## config.mk

```make
export PLATFORM = sky130hd
export DESIGN_NAME = pipe_stage_skid
export DESIGN_NICKNAME = d
export VERILOG_FILES = /design/src/rtl/pipe_stage_skid.sv
export SDC_FILE = /design/constraint.sdc
export NUM_CORES = 1
export LEC_CHECK = 0
export BUFFER_PORTS_ARGS = -buffer_cell sky130_fd_sc_hd__buf_2
export CORE_ASPECT_RATIO = 1.5
export CORE_MARGIN = 1.5
export CORE_UTILIZATION = 38
export DETAILED_ROUTE_END_ITERATION = 10
export HOLD_SLACK_MARGIN = 0.12
export PLACE_DENSITY = 0.71
export SETUP_SLACK_MARGIN = 0.5
export SLEW_MARGIN = 40
export SYNTH_ARGS = -nofsm -noshare
export SYNTH_HDL_FRONTEND = slang
export SYNTH_SLANG_ARGS = --single-unit
```

## constraint.sdc

```tcl
create_clock -name clk -period 1.9 [get_ports clk]
set_input_delay 0.38 -clock clk [delete_from_list [all_inputs] [get_ports clk]]
set_output_delay 0.38 -clock clk [all_outputs]
set_load 0.005 [all_outputs]
```

## src/rtl/pipe_stage_skid.sv

```systemverilog
// Valid/ready pipeline stage with a two-entry skid buffer, a registered in_ready,
// a flush that keeps only the KEEP_MASK bits of the main register, and a saturating stall counter.
//
//   state    | meaning
//   ---------+----------------------------------------------
//   ST_EMPTY | main and skid registers both invalid
//   ST_FULL  | main register valid, skid register invalid
//   ST_SKID  | main and skid registers both valid
module pipe_stage_skid #(
    parameter int unsigned         WIDTH     = 300,
    parameter logic [WIDTH-1:0]    KEEP_MASK = {{(WIDTH-64){1'b0}}, 32'hFFFF_FFFF, 32'h0000_0000},
    parameter int unsigned         CNT_W     = 16
) (
    input  logic             clk,
    input  logic             Rst,
    input  logic             flush,
    input  logic             in_valid,
    output logic             in_ready,
    input  logic [WIDTH-1:0] in_data,
    output logic             out_valid,
    input  logic             out_ready,
    output logic [WIDTH-1:0] out_data,
    output logic [CNT_W-1:0] stall_cnt
);

    typedef enum logic [1:0] {
        ST_EMPTY = 2'd0,
        ST_FULL  = 2'd1,
        ST_SKID  = 2'd2
    } state_t;

    state_t             state_q, state_d;
    logic [WIDTH-1:0]   m_q, m_d;
    logic [WIDTH-1:0]   s_q, s_d;
    logic               in_ready_q, in_ready_d;
    logic [CNT_W-1:0]   stall_cnt_q, stall_cnt_d;

    logic in_xfer;
    logic out_xfer;

    assign out_valid = (state_q != ST_EMPTY);
    assign in_ready  = in_ready_q;
    assign out_data  = m_q;
    assign stall_cnt = stall_cnt_q;

    assign in_xfer  = in_valid & in_ready_q;
    assign out_xfer = out_valid & out_ready;

    always_comb begin
        state_d = state_q;
        m_d     = m_q;
        s_d     = s_q;

        if (flush) begin
            // Any word accepted this cycle is dropped; the PC field survives in M.
            state_d = ST_EMPTY;
            m_d     = m_q & KEEP_MASK;
            s_d     = '0;
        end else begin
            unique case (state_q)
                ST_EMPTY: begin
                    if (in_xfer) begin
                        state_d = ST_FULL;
                        m_d     = in_data;
                    end
                end
                ST_FULL: begin
                    if (in_xfer && out_xfer) begin
                        m_d = in_data;
                    end else if (in_xfer) begin
                        state_d = ST_SKID;
                        s_d     = in_data;
                    end else if (out_xfer) begin
                        state_d = ST_EMPTY;
                    end
                end
                ST_SKID: begin
                    if (out_xfer) begin
                        state_d = ST_FULL;
                        m_d     = s_q;
                    end
                end
                default: state_d = ST_EMPTY;
            endcase
        end

        in_ready_d = (state_d != ST_SKID);
    end

    always_comb begin
        stall_cnt_d = stall_cnt_q;
        if (out_valid && !out_ready && (stall_cnt_q != {CNT_W{1'b1}})) begin
            stall_cnt_d = stall_cnt_q + 1'b1;
        end
    end

    always_ff @(posedge clk) begin
        if (Rst) begin
            state_q     <= ST_EMPTY;
            m_q         <= '0;
            s_q         <= '0;
            in_ready_q  <= 1'b1;
            stall_cnt_q <= '0;
        end else begin
            state_q     <= state_d;
            m_q         <= m_d;
            s_q         <= s_d;
            in_ready_q  <= in_ready_d;
            stall_cnt_q <= stall_cnt_d;
        end
    end

endmodule
```

# --- Word level (Yosys, flattened, before mapping) ---
# Cells that the tools add are included.
classes:
  addsub: 1
  mux: 11
  reduce_logical: 11
  eq_ne: 7
  bitwise_logic: 4
ops:
  columns: ["cell", "n"]
  rows:
  - ["$mux W300", 3]
  - ["$pmux W300 S3", 1]
  - ["$add A16 B1 Y16 const B", 1]
  - ["$ne A16 B16 Y1 const B", 1]
  - ["$mux W2", 6]
  - ["$ne A2 B2 Y1 const B", 4]
  - ["$pmux W2 S3", 1]
  - ["$reduce_and A5 Y1", 1]
  - ["$reduce_and A4 Y1", 1]
  - ["$logic_and A1 B1 Y1", 3]
  - ["$reduce_and A3 Y1", 1]
  - ["$reduce_bool A3 Y1", 1]
  - ["$and A1 B1 Y1", 2]
  - ["$eq A2 B1 Y1 const B", 1]
  - ["$eq A2 B2 Y1 const B", 1]
  - ["$logic_not A2 Y1", 1]
  - ["$not A1 Y1", 2]
  - ["$reduce_bool A2 Y1", 1]
  - ["$reduce_or A2 Y1", 1]
  - ["$logic_not A1 Y1", 1]
totals:
  wordCells: 40
  ff_bits: 619
  output_inout_bits: 318

# --- Depth between registers and ports, before layout ---
logic_depth:
  ltp_word: 8
  mapped_depth: 7

# --- Worst setup path after synthesis ---
# OpenSTA, ideal clock, no wires.
synth_timing:
  kind: "register to register"
  startpoint: "register stall_cnt_q[0], in the netlist stall_cnt[0]"
  endpoint: "register stall_cnt_q[1], in the netlist stall_cnt[1]"
  stages_incl_launch_ff: 8
  path_buffers: 2
  slack_ps: 125
  setup_ps: 128
  t_arrival_ps: 1648
  cell_sequence: "dfxtp_1 > ha_1 > nand4_1 > o41ai_1 > buf_2 > buf_4 > mux2i_1 > nor2_1"
synth_via:
  elab_chain_len: 2
synth_rtl:
  columns: ["item", "line", "text"]
  rows:
  - ["start: declaration", "36", "logic [CNT_W-1:0] stall_cnt_q, stall_cnt_d;"]
  - ["start signal: assignment", "109", "stall_cnt_q <= stall_cnt_d;"]
  - ["parallel branches: the longest is 2 deep, another holds $add A16 B1 Y16", null, null]
# Several ways; the timed one is not identified.
# A chain may end at the register's enable or synchronous reset.

# --- Worst setup path in the final report ---
layout_timing:
  startpoint: "register state_q[0]"
  endpoint: "register m_q[93], in the netlist out_data[93]"
layout_via:
  elab_chain_len: 5
layout_rtl:
  columns: ["item", "line", "text"]
  rows:
  - ["start: declaration", "32", "state_t state_q, state_d;"]
  - ["start signal: assignment", "105", "state_q <= state_d;"]
  - ["$reduce_bool A2 Y1", "41", "assign out_valid = (state_q != ST_EMPTY);"]
  - ["$and A1 B1 Y1", "47", "assign out_xfer = out_valid & out_ready;"]
  - ["$logic_and A1 B1 Y1", "68", "if (in_xfer && out_xfer) begin"]
  - ["$ne A2 B2 Y1 (no source line)", null, null]
  - ["$reduce_and A4 Y1 (no source line)", null, null]
  - ["end signal: assignment", "106", "m_q <= m_d;"]
  - ["end: declaration", "33", "logic [WIDTH-1:0] m_q, m_d;"]
# Parallel ways exist; a longest one is shown, timed or not.

==> summary.md <==
| Metric | Value |
|---|---|
| Via/cell ratio | ~5.6 |
| Pleak | between 15 and 20 nW |
| Setup ws final | -43.4 ps |
| Reg2Reg Launch Point | state_q[0]$_SDFF_PP0_ |
| Worst-Skew Late Latency | 630 ps |
| Warnings, synthesis | 0 |
| Layout Cells excl Fill | 4909 |
| GRT overflow | 0 |
| Final Cycle Share | 102% |
| # IOs | 623 |
| Worst-path clk slew | around 70 ps |
| Post-route minimum period | approximately 1900 ps |
| Critical Path, Cell by Cell | and2b_2 -> o31ai_4 -> buf_12 -> buf_12 -> buf_16 -> clkbuf_16 -> nor2_2 -> a311oi_1 |
| DRT Pass-1 Iters | 6 |
| R2R Path End | out_data[93]$_SDFFE_PP0P_ |
| Fin area | roughly 37000 um^2 |
| CP peak stage delay | 360 ps |
| Worst setup path class | register to register |
| P_sw | just under 0.008 W |
| Fin. max-slew vios | 0 |
| Setup-failing EPs final | 1 |
| CP dominant cell by count | buf_12 |
| Netlist cell types | 38 |
| Initial antenna violation count | 9 |
| DRC marker count from the first detailed-route iteration | about 3.1k |
| CTS H-tree depth | 2 |
| Max Buffers Root-to-Sink | 3 |
| Post-Syn Area per Cell | 7.73 um^2 |
| HP Start | out_ready |
| Yosys top cell by area | dfxtp_1 |
| Initial Util | 38.3% |
| Syn nets | 3430 |
| Synth Register Bits | 619 |
| DRC viols | 0 |
| CP arrival | roughly 2500 ps |
| GRT Total Usage | 25.8% |
| Clk root buf | clkbuf_16 |
| Startpoint types | register |
| Synth Instances | 3124 |
| Ranking of synthesized cells by area | dfxtp_1, nand2_1, a311oi_1 |
| Worst Path Max Fanout | 8 |
| CP max stage cell | dfxtp_4 |
| Final hold vios | 0 |
| CTS tree | done |
| GPL Wtd Cong | between 0.8 and 0.9 |
| CP endpoint kind | register |
| First-pass GRT wire length | ~140000 um |
| TritonCTS buffer count | 59 |
| Hold WS | 197 ps |
| Sw frac | 25.7% |
| DIE AREA | 65100 um^2 |
| Synth top area share | 51.3% |
| WP buf/inv | 4 |
| # nets final | 4363 |
| Core Box Area | 63100 um^2 |
| Failing checks | negative setup slack |
| Post-Syn Area | 24200 um^2 |
| Drt total wl | 96100 um |
| Pin count of the biggest net entering global routing | 76 |
| Final clock skew | 17.6 ps |
| Max-cap viol count | 0 |
| Sequential Power Share | 45.2% |
| Row count | 113 |
| Final ANT Viol Nets | 0 |
| DP HPWL | between 50000 and 60000 um |
| Die width | 209 um |
| Worst Tran Pin Value | around 580 ps |
| Logic gate share of total power | between 10% and 20% |
| Peak supply drop | 0.801 mV |
| WL per Instance | 19.6 um |
| Pint | 0.0223 W |
| Slew margin rel. | 61.1% |
| Share of cells above drive strength 1 | 29.4% |
| Power density cells | between 800 and 900 nW/um^2 |
| Synthesis-to-layout area growth | 54.7% |
| Clock network power share | 40.1% |
| Required time of the critical path | 2410 ps |
| Total chip power | 0.0300 W |
| Sequential element share of the synthesized area | 51.3% |
| Inst Count DP | 4387 |
| Die height | 312 um |
| Hold depth | 3 |
| Port Buffers | ~620 |
| Vias in the first global route | 25.3k |
| Flop2flop setup slack | -40 ps |
| Status | complete, but fails checks |
| Highest Clock Rate | between 0.5 and 0.6 GHz |
| Placed Area | 28700 um^2 |
| Unrepaired setup endpoints after global routing | yes |
| Vias | 27.4k |
| Hold Path Class | input port to register |
| Hold EP | in_ready$_SDFF_PP1_ |
| Clock sinks | 619 |
| Delay-heaviest family, CP | buffers and inverters |
| R2R depth | 8 |
[cell type report]
type,count,area (um^2)
antenna,6,15.0
clock buffer,83,1700
clock inverter,19,230
fill,4878,25700
inverter,2,7.51
multi-input combinational,2226,11900
sequential,619,12400
tap,805,1010
timing repair buffer,1149,10100
[worst max path at each step]
stage	to	cells past startpoint	startpoint
floorplan	out_data[131]$_SDFFE_PP0P_	6	out_ready
global placement	out_data[146]$_SDFFE_PP0P_	7	out_ready
detailed placement	out_data[104]$_SDFFE_PP0P_	7	out_ready
CTS	out_valid	2	state_q[0]$_SDFF_PP0_
global route	out_data[93]$_SDFFE_PP0P_	8	state_q[0]$_SDFF_PP0_
finish	out_data[93]$_SDFFE_PP0P_	8	state_q[0]$_SDFF_PP0_
[power groups by stage]
stage	clock network [W]	registers (W)	logic (W)
after floorplan	0	0.0138	0.00131
after global placement	0	0.0138	0.00249
after detailed placement	0	0.0138	0.00253
after CTS	0.0121	0.0135	0.00370
after global routing	0.0127	0.0136	0.00467
final	0.0120	0.0136	0.00441
[tightest hold or removal path, delay by kind of cell]
family | cells | cell delay [ps]
AO/OA/AOI/OAI | 1 | 180
buffers and inverters | 1 | 110
AND/OR/NAND/NOR | 1 | 110
[cells by family (layout without fill, tap and decap cells)]
logic type,count (synthesis),count (layout),synth area share [%]
AND/OR/NAND/NOR,1524,1524,24.1
AO/OA/AOI/OAI,696,696,19.3
flip-flops,619,619,51.3
buffers and inverters,279,1253,5.07
multiplexers,3,3,0.129
XOR/XNOR,2,2,0.0725
adder cells (fa/ha/maj),1,1,0.0518
other,0,6,0
[cell usage after synthesis]
library cell	instances
o22a_1	1
or3_1	9
nand2b_1	2
a311oi_1	268
buf_1	10
o21ba_2	2
o31ai_1	3
clkbuf_1	169
dfxtp_1	619
inv_1	2
xor2_1	2
a211o_1	32
and2_1	1
nor4_1	1
nand4_1	6
and4_1	1
and2b_1	2
o41ai_1	1
o31ai_4	1
buf_4	22
nand3b_1	1
o21ai_0	41
mux2_2	1
o31a_1	1
a21oi_1	344
or2_2	2
nor3_1	2
or4_1	3
o2111ai_1	1
nand2_1	1209
ha_1	1
and3_1	3
nor2b_1	1
nor2_1	275
mux2i_1	2
nand3_1	6
buf_2	76
o21a_1	1
[what timing repair did]
action | CTS | global route
resized for setup | 127 | 254
setup endpoints to repair | 934 | 934
cloned | 30 | 26
buffers inserted | 37 | 21
hold buffers | 300 | 0
pin swaps | 60 | 93
hold endpoints to repair | 600 | 0
[stage by stage]
stage / setup TNS (ps) / utilization [%] / setup slack [ps]
2_1_floorplan: 0 / - / 361
3_3_place_gp: 0 / 45.5 / 24.5
3_5_place_dp: -1870 / 45.5 / -65.3
4_1_cts: 0 / 56.1 / 51.4
5_1_grt: -669 / 59.3 / -149
6_report: -43.4 / 59.3 / -43.4
[cell usage in the layout, fill, tap and decap left out, types with 6 or more instances in the layout]
cell type         n
a311oi_1        131
nand4_1           6
nor2_2           60
a21oi_1         343
a311oi_2        137
clkinv_2          8
o21ai_0          33
dfxtp_2           8
dlygate4sd3_1   300
or3_1             8
nand2_1        1208
buf_2           621
nand3_1           6
a211o_1          32
dfxtp_1         609
buf_12           64
nor2_1          175
buf_8            12
buf_4            68
diode_2           6
clkbuf_8          9
o21ai_1           8
buf_16           40
buf_6            17
clkbuf_16        84
nor2_4           40
clkbuf_1         13
[registers in the layout, indices dropped and copies added, names as in the netlist]
name	flops
stall_cnt	16
state_q	2
out_data	300
s_q	300
in_ready	1
[per-layer routing]
layer  GRT usage, %  wire length [um]
met5              0                55
met4           16.2              6730
met3           5.18              7220
met2           43.2             46600
met1           30.2             35500
Note: power is estimated with default switching activity, not from simulation.
